## src/rtl/ycbcr_frame_ctrl.sv

```systemverilog
// Frame gate in front of the RGB->YCbCr converter: admits whole frames on command, reports completion.
// Optional size checker built when YCBCR_FRAME_CTRL_CHK_EN is defined.
module ycbcr_frame_ctrl #(
    parameter int H_ACT    = 640,
    parameter int V_ACT    = 480,
    parameter int PIPE_LAT = 3
) (
    input  logic        sys_clk,
    input  logic        sys_rst_n,
    input  logic        start,
    input  logic        stop,
    input  logic [7:0]  frame_num,
    input  logic        per_frame_vsync,
    input  logic        per_frame_href,
    input  logic        per_frame_clken,
    input  logic [23:0] pix_data_in,
    output logic        csc_frame_vsync,
    output logic        csc_frame_href,
    output logic        csc_frame_clken,
    output logic [23:0] csc_pix_data,
    output logic        busy,
    output logic        frame_done,
    output logic [7:0]  frame_cnt,
    output logic        size_err,
    output logic [11:0] h_meas,
    output logic [11:0] v_meas
);

    localparam int DW = (PIPE_LAT > 1) ? $clog2(PIPE_LAT + 1) : 1;
    localparam logic [DW-1:0] DRAIN_LAST = DW'(PIPE_LAT);

    if (H_ACT < 1 || H_ACT > 4095 || V_ACT < 1 || V_ACT > 4095 || PIPE_LAT < 0) begin : g_param_chk
        $error("ycbcr_frame_ctrl: H_ACT/V_ACT must fit 12-bit counters, PIPE_LAT must be >= 0");
    end

    typedef enum logic [1:0] {IDLE, ARM, ACTIVE, DRAIN} state_t;

    state_t          state;
    logic            vsync_d;
    logic            stop_req;
    logic [7:0]      frame_num_r;
    logic [DW-1:0]   drain_cnt;
    logic            vs_rise, vs_fall, pass, start_acc, run_done;

    assign vs_rise   = per_frame_vsync & ~vsync_d;
    assign vs_fall   = ~per_frame_vsync & vsync_d;
    assign pass      = (state == ACTIVE) | ((state == ARM) & vs_rise);
    assign start_acc = (state == IDLE) & start & ~stop;
    assign run_done  = (frame_num_r != '0) && (frame_cnt == frame_num_r);

    // busy is cleared from IDLE, so it stays high through the frame_done cycle and drops one cycle later
    always_ff @(posedge sys_clk or negedge sys_rst_n) begin
        if (!sys_rst_n) begin
            state           <= IDLE;
            vsync_d         <= 1'b0;
            stop_req        <= 1'b0;
            frame_num_r     <= '0;
            drain_cnt       <= '0;
            busy            <= 1'b0;
            frame_done      <= 1'b0;
            frame_cnt       <= '0;
            csc_frame_vsync <= 1'b0;
            csc_frame_href  <= 1'b0;
            csc_frame_clken <= 1'b0;
            csc_pix_data    <= '0;
        end else begin
            vsync_d         <= per_frame_vsync;
            frame_done      <= 1'b0;
            csc_frame_vsync <= per_frame_vsync & pass;
            csc_frame_href  <= per_frame_href & pass;
            csc_frame_clken <= per_frame_clken & pass;
            csc_pix_data    <= pass ? pix_data_in : '0;
            case (state)
                IDLE: begin
                    if (start_acc) begin
                        state       <= ARM;
                        busy        <= 1'b1;
                        frame_cnt   <= '0;
                        stop_req    <= 1'b0;
                        frame_num_r <= frame_num;
                    end else begin
                        busy <= 1'b0;
                    end
                end
                ARM: begin
                    // a frame whose first cycle is already forwarded always completes
                    if (vs_rise) begin
                        state <= ACTIVE;
                        if (stop) stop_req <= 1'b1;
                    end else if (stop || stop_req) begin
                        state <= IDLE;
                        busy  <= 1'b0;
                    end
                end
                ACTIVE: begin
                    if (stop) stop_req <= 1'b1;
                    if (vs_fall) begin
                        state     <= DRAIN;
                        frame_cnt <= frame_cnt + 8'd1;
                        drain_cnt <= '0;
                    end
                end
                DRAIN: begin
                    if (stop) stop_req <= 1'b1;
                    if (drain_cnt == DRAIN_LAST) begin
                        frame_done <= 1'b1;
                        state      <= (stop_req || stop || run_done) ? IDLE : ARM;
                    end else begin
                        drain_cnt <= drain_cnt + 1'b1;
                    end
                end
                default: state <= IDLE;
            endcase
        end
    end

`ifdef YCBCR_FRAME_CTRL_CHK_EN
    localparam logic [11:0] H_EXP = 12'(H_ACT);
    localparam logic [11:0] V_EXP = 12'(V_ACT);

    logic        href_d, href_fall;
    logic [11:0] h_cnt, v_cnt, v_nxt;

    assign href_fall = ~per_frame_href & href_d;

    always_comb begin
        v_nxt = v_cnt;
        if (href_fall && v_cnt != '1) v_nxt = v_cnt + 12'd1;
    end

    always_ff @(posedge sys_clk or negedge sys_rst_n) begin
        if (!sys_rst_n) begin
            href_d   <= 1'b0;
            h_cnt    <= '0;
            v_cnt    <= '0;
            h_meas   <= '0;
            v_meas   <= '0;
            size_err <= 1'b0;
        end else begin
            href_d <= per_frame_href;
            if (start_acc) size_err <= 1'b0;
            if (state == ARM && vs_rise) begin
                h_cnt <= '0;
                v_cnt <= '0;
            end else if (state == ACTIVE) begin
                if (href_fall) begin
                    h_meas <= h_cnt;
                    h_cnt  <= '0;
                    if (h_cnt != H_EXP) size_err <= 1'b1;
                end else if (per_frame_href && per_frame_clken && h_cnt != '1) begin
                    h_cnt <= h_cnt + 12'd1;
                end
                if (vs_fall) begin
                    v_meas <= v_nxt;
                    v_cnt  <= '0;
                    if (v_nxt != V_EXP) size_err <= 1'b1;
                end else begin
                    v_cnt <= v_nxt;
                end
            end
        end
    end
`else
    assign size_err = 1'b0;
    assign h_meas   = '0;
    assign v_meas   = '0;
`endif

endmodule

```

## config.mk

```make
export PLATFORM = sky130hd
export DESIGN_NAME = ycbcr_frame_ctrl
export DESIGN_NICKNAME = d
export VERILOG_FILES = /design/src/rtl/ycbcr_frame_ctrl.sv
export SDC_FILE = /design/constraint.sdc
export NUM_CORES = 1
export LEC_CHECK = 0
export CELL_PAD_IN_SITES_DETAIL_PLACEMENT = 0
export CELL_PAD_IN_SITES_GLOBAL_PLACEMENT = 2
export CORE_MARGIN = 3
export CORE_UTILIZATION = 27
export CTS_CLUSTER_DIAMETER = 60
export DETAILED_ROUTE_END_ITERATION = 12
export GPL_TIMING_DRIVEN = 0
export PLACE_DENSITY = 0.88
export SLEW_MARGIN = 20
export SYNTH_ARGS = -nofsm -noshare
export SYNTH_HDL_FRONTEND = slang
export SYNTH_SLANG_ARGS = --single-unit
export TNS_END_PERCENT = 50
```

## constraint.sdc

```tcl
create_clock -name sys_clk -period 4.8 [get_ports sys_clk]
set_input_delay 0.96 -clock sys_clk [delete_from_list [all_inputs] [get_ports sys_clk]]
set_output_delay 0.96 -clock sys_clk [all_outputs]
set_load 0.02 [all_outputs]
```

### Word level (Yosys, flattened, before mapping)

Cells that the tools add are included.

| operators by class | value |
|---|---|
| $add $sub $neg | 2 |
| equality and inequality tests | 13 |
| muxes and demuxes | 24 |
| bitwise logic cells | 12 |
| reduce and logical (&&, ||, !) cells | 15 |

Operators by type and width:

| kind | number |
|---|---|
| $mux W24 | 1 |
| $mux W8 | 2 |
| $pmux W8 S2 | 1 |
| $mux W2 | 7 |
| $ne A2 B2 Y1 const B | 6 |
| $mux W1 | 9 |
| $reduce_and A3 Y1 | 3 |
| $add A8 B1 Y8 const B | 1 |
| $and A1 B1 Y1 | 8 |
| $eq A8 B8 Y1 | 1 |
| $pmux W2 S4 | 1 |
| $reduce_bool A8 Y1 | 1 |
| $eq A2 B2 Y1 const B | 3 |
| $reduce_bool A2 Y1 | 3 |
| $pmux W2 S2 | 1 |
| $reduce_and A2 Y1 | 2 |
| $reduce_and A4 Y1 | 1 |
| $ne A3 B2 Y1 const B | 1 |
| $not A1 Y1 | 3 |
| $pmux W1 S3 | 1 |
| $add A2 B1 Y2 const B | 1 |
| $eq A2 B1 Y1 const B | 1 |
| $logic_not A2 Y1 | 1 |
| $logic_or A1 B1 Y1 | 2 |
| other kinds (5) | 5 |

| storage, ports and cells | value |
|---|---|
| flip-flop bits (word level) | 51 |
| output and inout port bits | 62 |
| word-level logic and storage cells | 78 |

### Longest topological paths before layout

| depth | value |
|---|---|
| word-level depth | 6 |
| mapped depth | 5 |
| mapped depth without buffers | 5 |

### Least setup slack after synthesis

Ideal clock, no wire load.

| timing path | value |
|---|---|
| path kind | input to register |
| start | input port stop |
| end | register frame_num_r[2] |
| library setup time | 0.125 ns |
| arrival | 1.810 ns |
| required time | 4.675 ns |
| slack | 2.865 ns |
| cell stages on the path | 3 |
| path buffers | 1 |
| cell sequence | nor4b_4 buf_6 mux2_2 |

| on the way | value |
|---|---|
| cells in the longest elaborated chain, start to end | 3 |

Ends and longest elaborated chain:

| element | RTL line | RTL |
|---|---|---|
| from (decl) | 11 | `input logic stop,` |
| $not A1 Y1 | 48 | `assign start_acc = (state == IDLE) & start & ~stop;` |
| $and A1 B1 Y1 | 48 |  |
| $reduce_and A2 Y1 (no line) | - |  |
| to (signal assigned) | 80 | `frame_num_r <= frame_num;` |
| to (decl) | 41 | `logic [7:0] frame_num_r;` |

No other way between the ends.
A chain may end at the register's enable or synchronous reset.

### Worst setup path in the final report

| timing path | value |
|---|---|
| start | register frame_cnt[3] |
| end | output port frame_cnt[3] |

RTL lines:

| element | RTL line | RTL |
|---|---|---|
| from (decl) | 23 | `output logic [7:0] frame_cnt,` |
| from (signal assigned) | 99 | `frame_cnt <= frame_cnt + 8'd1;` |

No word-level cell between the ends.

==> reports/results.tsv <==
metric	value	unit
grtUsageTotal	0.104	
postRouteAntennaNets	0	
detail_route.wirelength	4.70	mm
hold_class	register to register	
fin_crit	2.42	ns
synthArstFlopShare	1.00	
cellPowerDensity	500	nW/um^2
drive_gt1_frac	0.177	
clock_latency	0.30	ns
grt_pass1_vias	1638	
io_buffers	75	
synth_cells	186	
fin_hold_ws	0.516	ns
postCtsResizedCells	0	
die_area	9610	sq um
route.vias.total	1577	
antenna_found_initial	0	
yosys.area_share.xor_xnor	0.0498	
outcome	finished clean	
worst_slew_pin_slew	0.654	ns
cp.required	3.84	ns
synth_compound_area_frac	0.0443	
fillers	776	
netlist_area	2290	sq um
min-delay-start	busy	
numClockSinks	51	
holdBufCountCts	0	
nets	333	
layout_setup_ws	2.38	ns
htreeDepth	2	
yosys_warnings	0	
crit_chain	clkdlybuf4s50_1	
leakagePower	1.53	nW
core_area	7970	sq um
period_share	0.504	
max_slew_margin	0.564	
path_class	register to output pin	
drv_cap	0	
antenna_cells	0	
synth_top_family_by_area	simple AND/OR/NAND/NOR gates	
die_x	98.0	um
arrival	1.46	ns
first_iter_violations	33	
ys_seq_area_frac	0.558	
irDropWorstVdd	234	uV
utilization	0.419	
setup_viol	0	
ys_seq_elements	51	
place_ws	2.19	ns
synth.area.mux_share	0.0635	
drtPass1Iterations	3	
synth_edf_count	0	
rsz0062_at_grt	false	
cpPeakStageDelay	0.66	ns
rows	32	
clockRootBuffer	clkbuf_8	
cts_buffers	5	
synthToLayoutAreaGrowth	46.0	%
startpoint	frame_cnt[3]	
drc	0	
avgSynthCellArea	12.3	sq um
cpLargestDelayFamily	buffers and inverters	
skew	0.0157	ns
hold_viol	0	
die_h	98.0	um
via_per_inst	3.99	
grt_max_degree	52	
path_max_fanout	5	
start_util	0.287	
hpwl	3.71	mm
layout.cells.non_filler	395	
synthFlopType	dfrtp_1	
dp_cells	387	
synthAdderAreaFrac	0.0109	
final_max_slew_viol_count	0	
gp_congestion	0.701	
critPathLaunchType	register	
clk_path_buf_depth	2	
grt_pass1_wl	8.05	mm
fmax	0.413	GHz
cts_setup_buffers	0	
finalSetupTns	0	ns
synth_cell_types	39	
cts_tree	built	
wire_per_inst	11.9	um
grt_overflow	0	
cp_slowest_cell	clkdlybuf4s50_1	
worst-path-buf-inv	1	
yosys.area_share.simple	0.167	
clk_pin_slew_worst_paths	0.10	ns
ios	101	
end_kind	output pin	
==> kinds of logic after synthesis <==
kind of cell | after synthesis
adders and majority gates | 2
DFF | 51
muxes | 12
buffers and inverters | 32
other | 1
AOI/OAI and AO/OA | 15
xor gates and xnor gates | 13
and+or+nand+nor | 60
==> layout by cell type (no fill, tap or decap), types with 4 or more instances in the layout <==
cell type,n
clkdlybuf4s50_1,74
xor2_1,9
nor2_1,9
conb_1,25
clkbuf_8,5
mux2_2,10
xnor2_1,4
nand2_1,5
buf_4,26
dfrtp_1,51
and2_1,27
==> path summary, 6_finish.rpt <==
path | endpoint | slack [ns] | depth (start not counted)
worst max-delay path | frame_cnt[3] | 2.38 | 1
worst min-delay path | busy | 0.52 | 2
worst max register to register | frame_num_r[6] | 3.11 | 3
worst min register to register | busy | 0.52 | 2
max in group asynchronous | csc_pix_data[10] | 3.67 | 1
min in group asynchronous | frame_cnt[1] | 0.67 | 1
==> registers in the layout, summed over array words and instances (netlist names), named ones only <==
name	flops
csc_frame_clken	1
stop_req	1
frame_done	1
csc_frame_href	1
state	1
busy	1
csc_pix_data	24
frame_num_r	8
frame_cnt	8
vsync_d	1
drain_cnt	2
csc_frame_vsync	1
==> per-layer routing <==
metal | up-vias | global-route usage | part of all wire
met3 | 5 | 0.0507 | 0.11
met5 | - | 0 | 0
met4 | 0 | 0.0319 | 0.013
met2 | 64 | 0.171 | 0.48
met1 | 721 | 0.120 | 0.40
li1 | 787 | - | -
==> synthesized netlist by cell type, drive strengths merged, types with 3 or more instances <==
cell type | instances | area share
a21oi | 3 | 0.0066
nor4 | 3 | 0.0082
nand2 | 5 | 0.0082
xor2 | 9 | 0.034
nor2 | 9 | 0.015
xnor2 | 4 | 0.015
and2 | 27 | 0.074
and3 | 3 | 0.0082
nand4 | 4 | 0.018
dfrtp | 51 | 0.56
o21ai | 4 | 0.0088
buf | 29 | 0.099
mux2 | 10 | 0.049
==> stage by stage <==
stage	total power, mW	instance area (sq um)
2_1_floorplan	1.13	2380
3_3_place_gp	1.44	3250
3_5_place_dp	1.45	3250
4_1_cts	1.70	3340
5_1_grt	1.79	3340
6_report	1.67	3340
==> where the power goes <==
part,switching [mW],internal [mW]
Sequential,0.103,0.577
Combinational,0.357,0.392
Clock,0.138,0.102
Total,0.598,1.07
==> cell type report <==
type                            count  area (sq um)  area share
Clock inverter                      2          12.5     0.00375
Tap cell                          102           128      0.0382
Inverter                            1          3.75     0.00112
Sequential cell                    51          1280       0.382
Multi-Input combinational cell    127           861       0.258
Timing Repair Buffer               75           748       0.224
Buffer                             31           235      0.0705
Clock buffer                        6          72.6      0.0217
No activity file was read; power rests on OpenSTA's default activity.
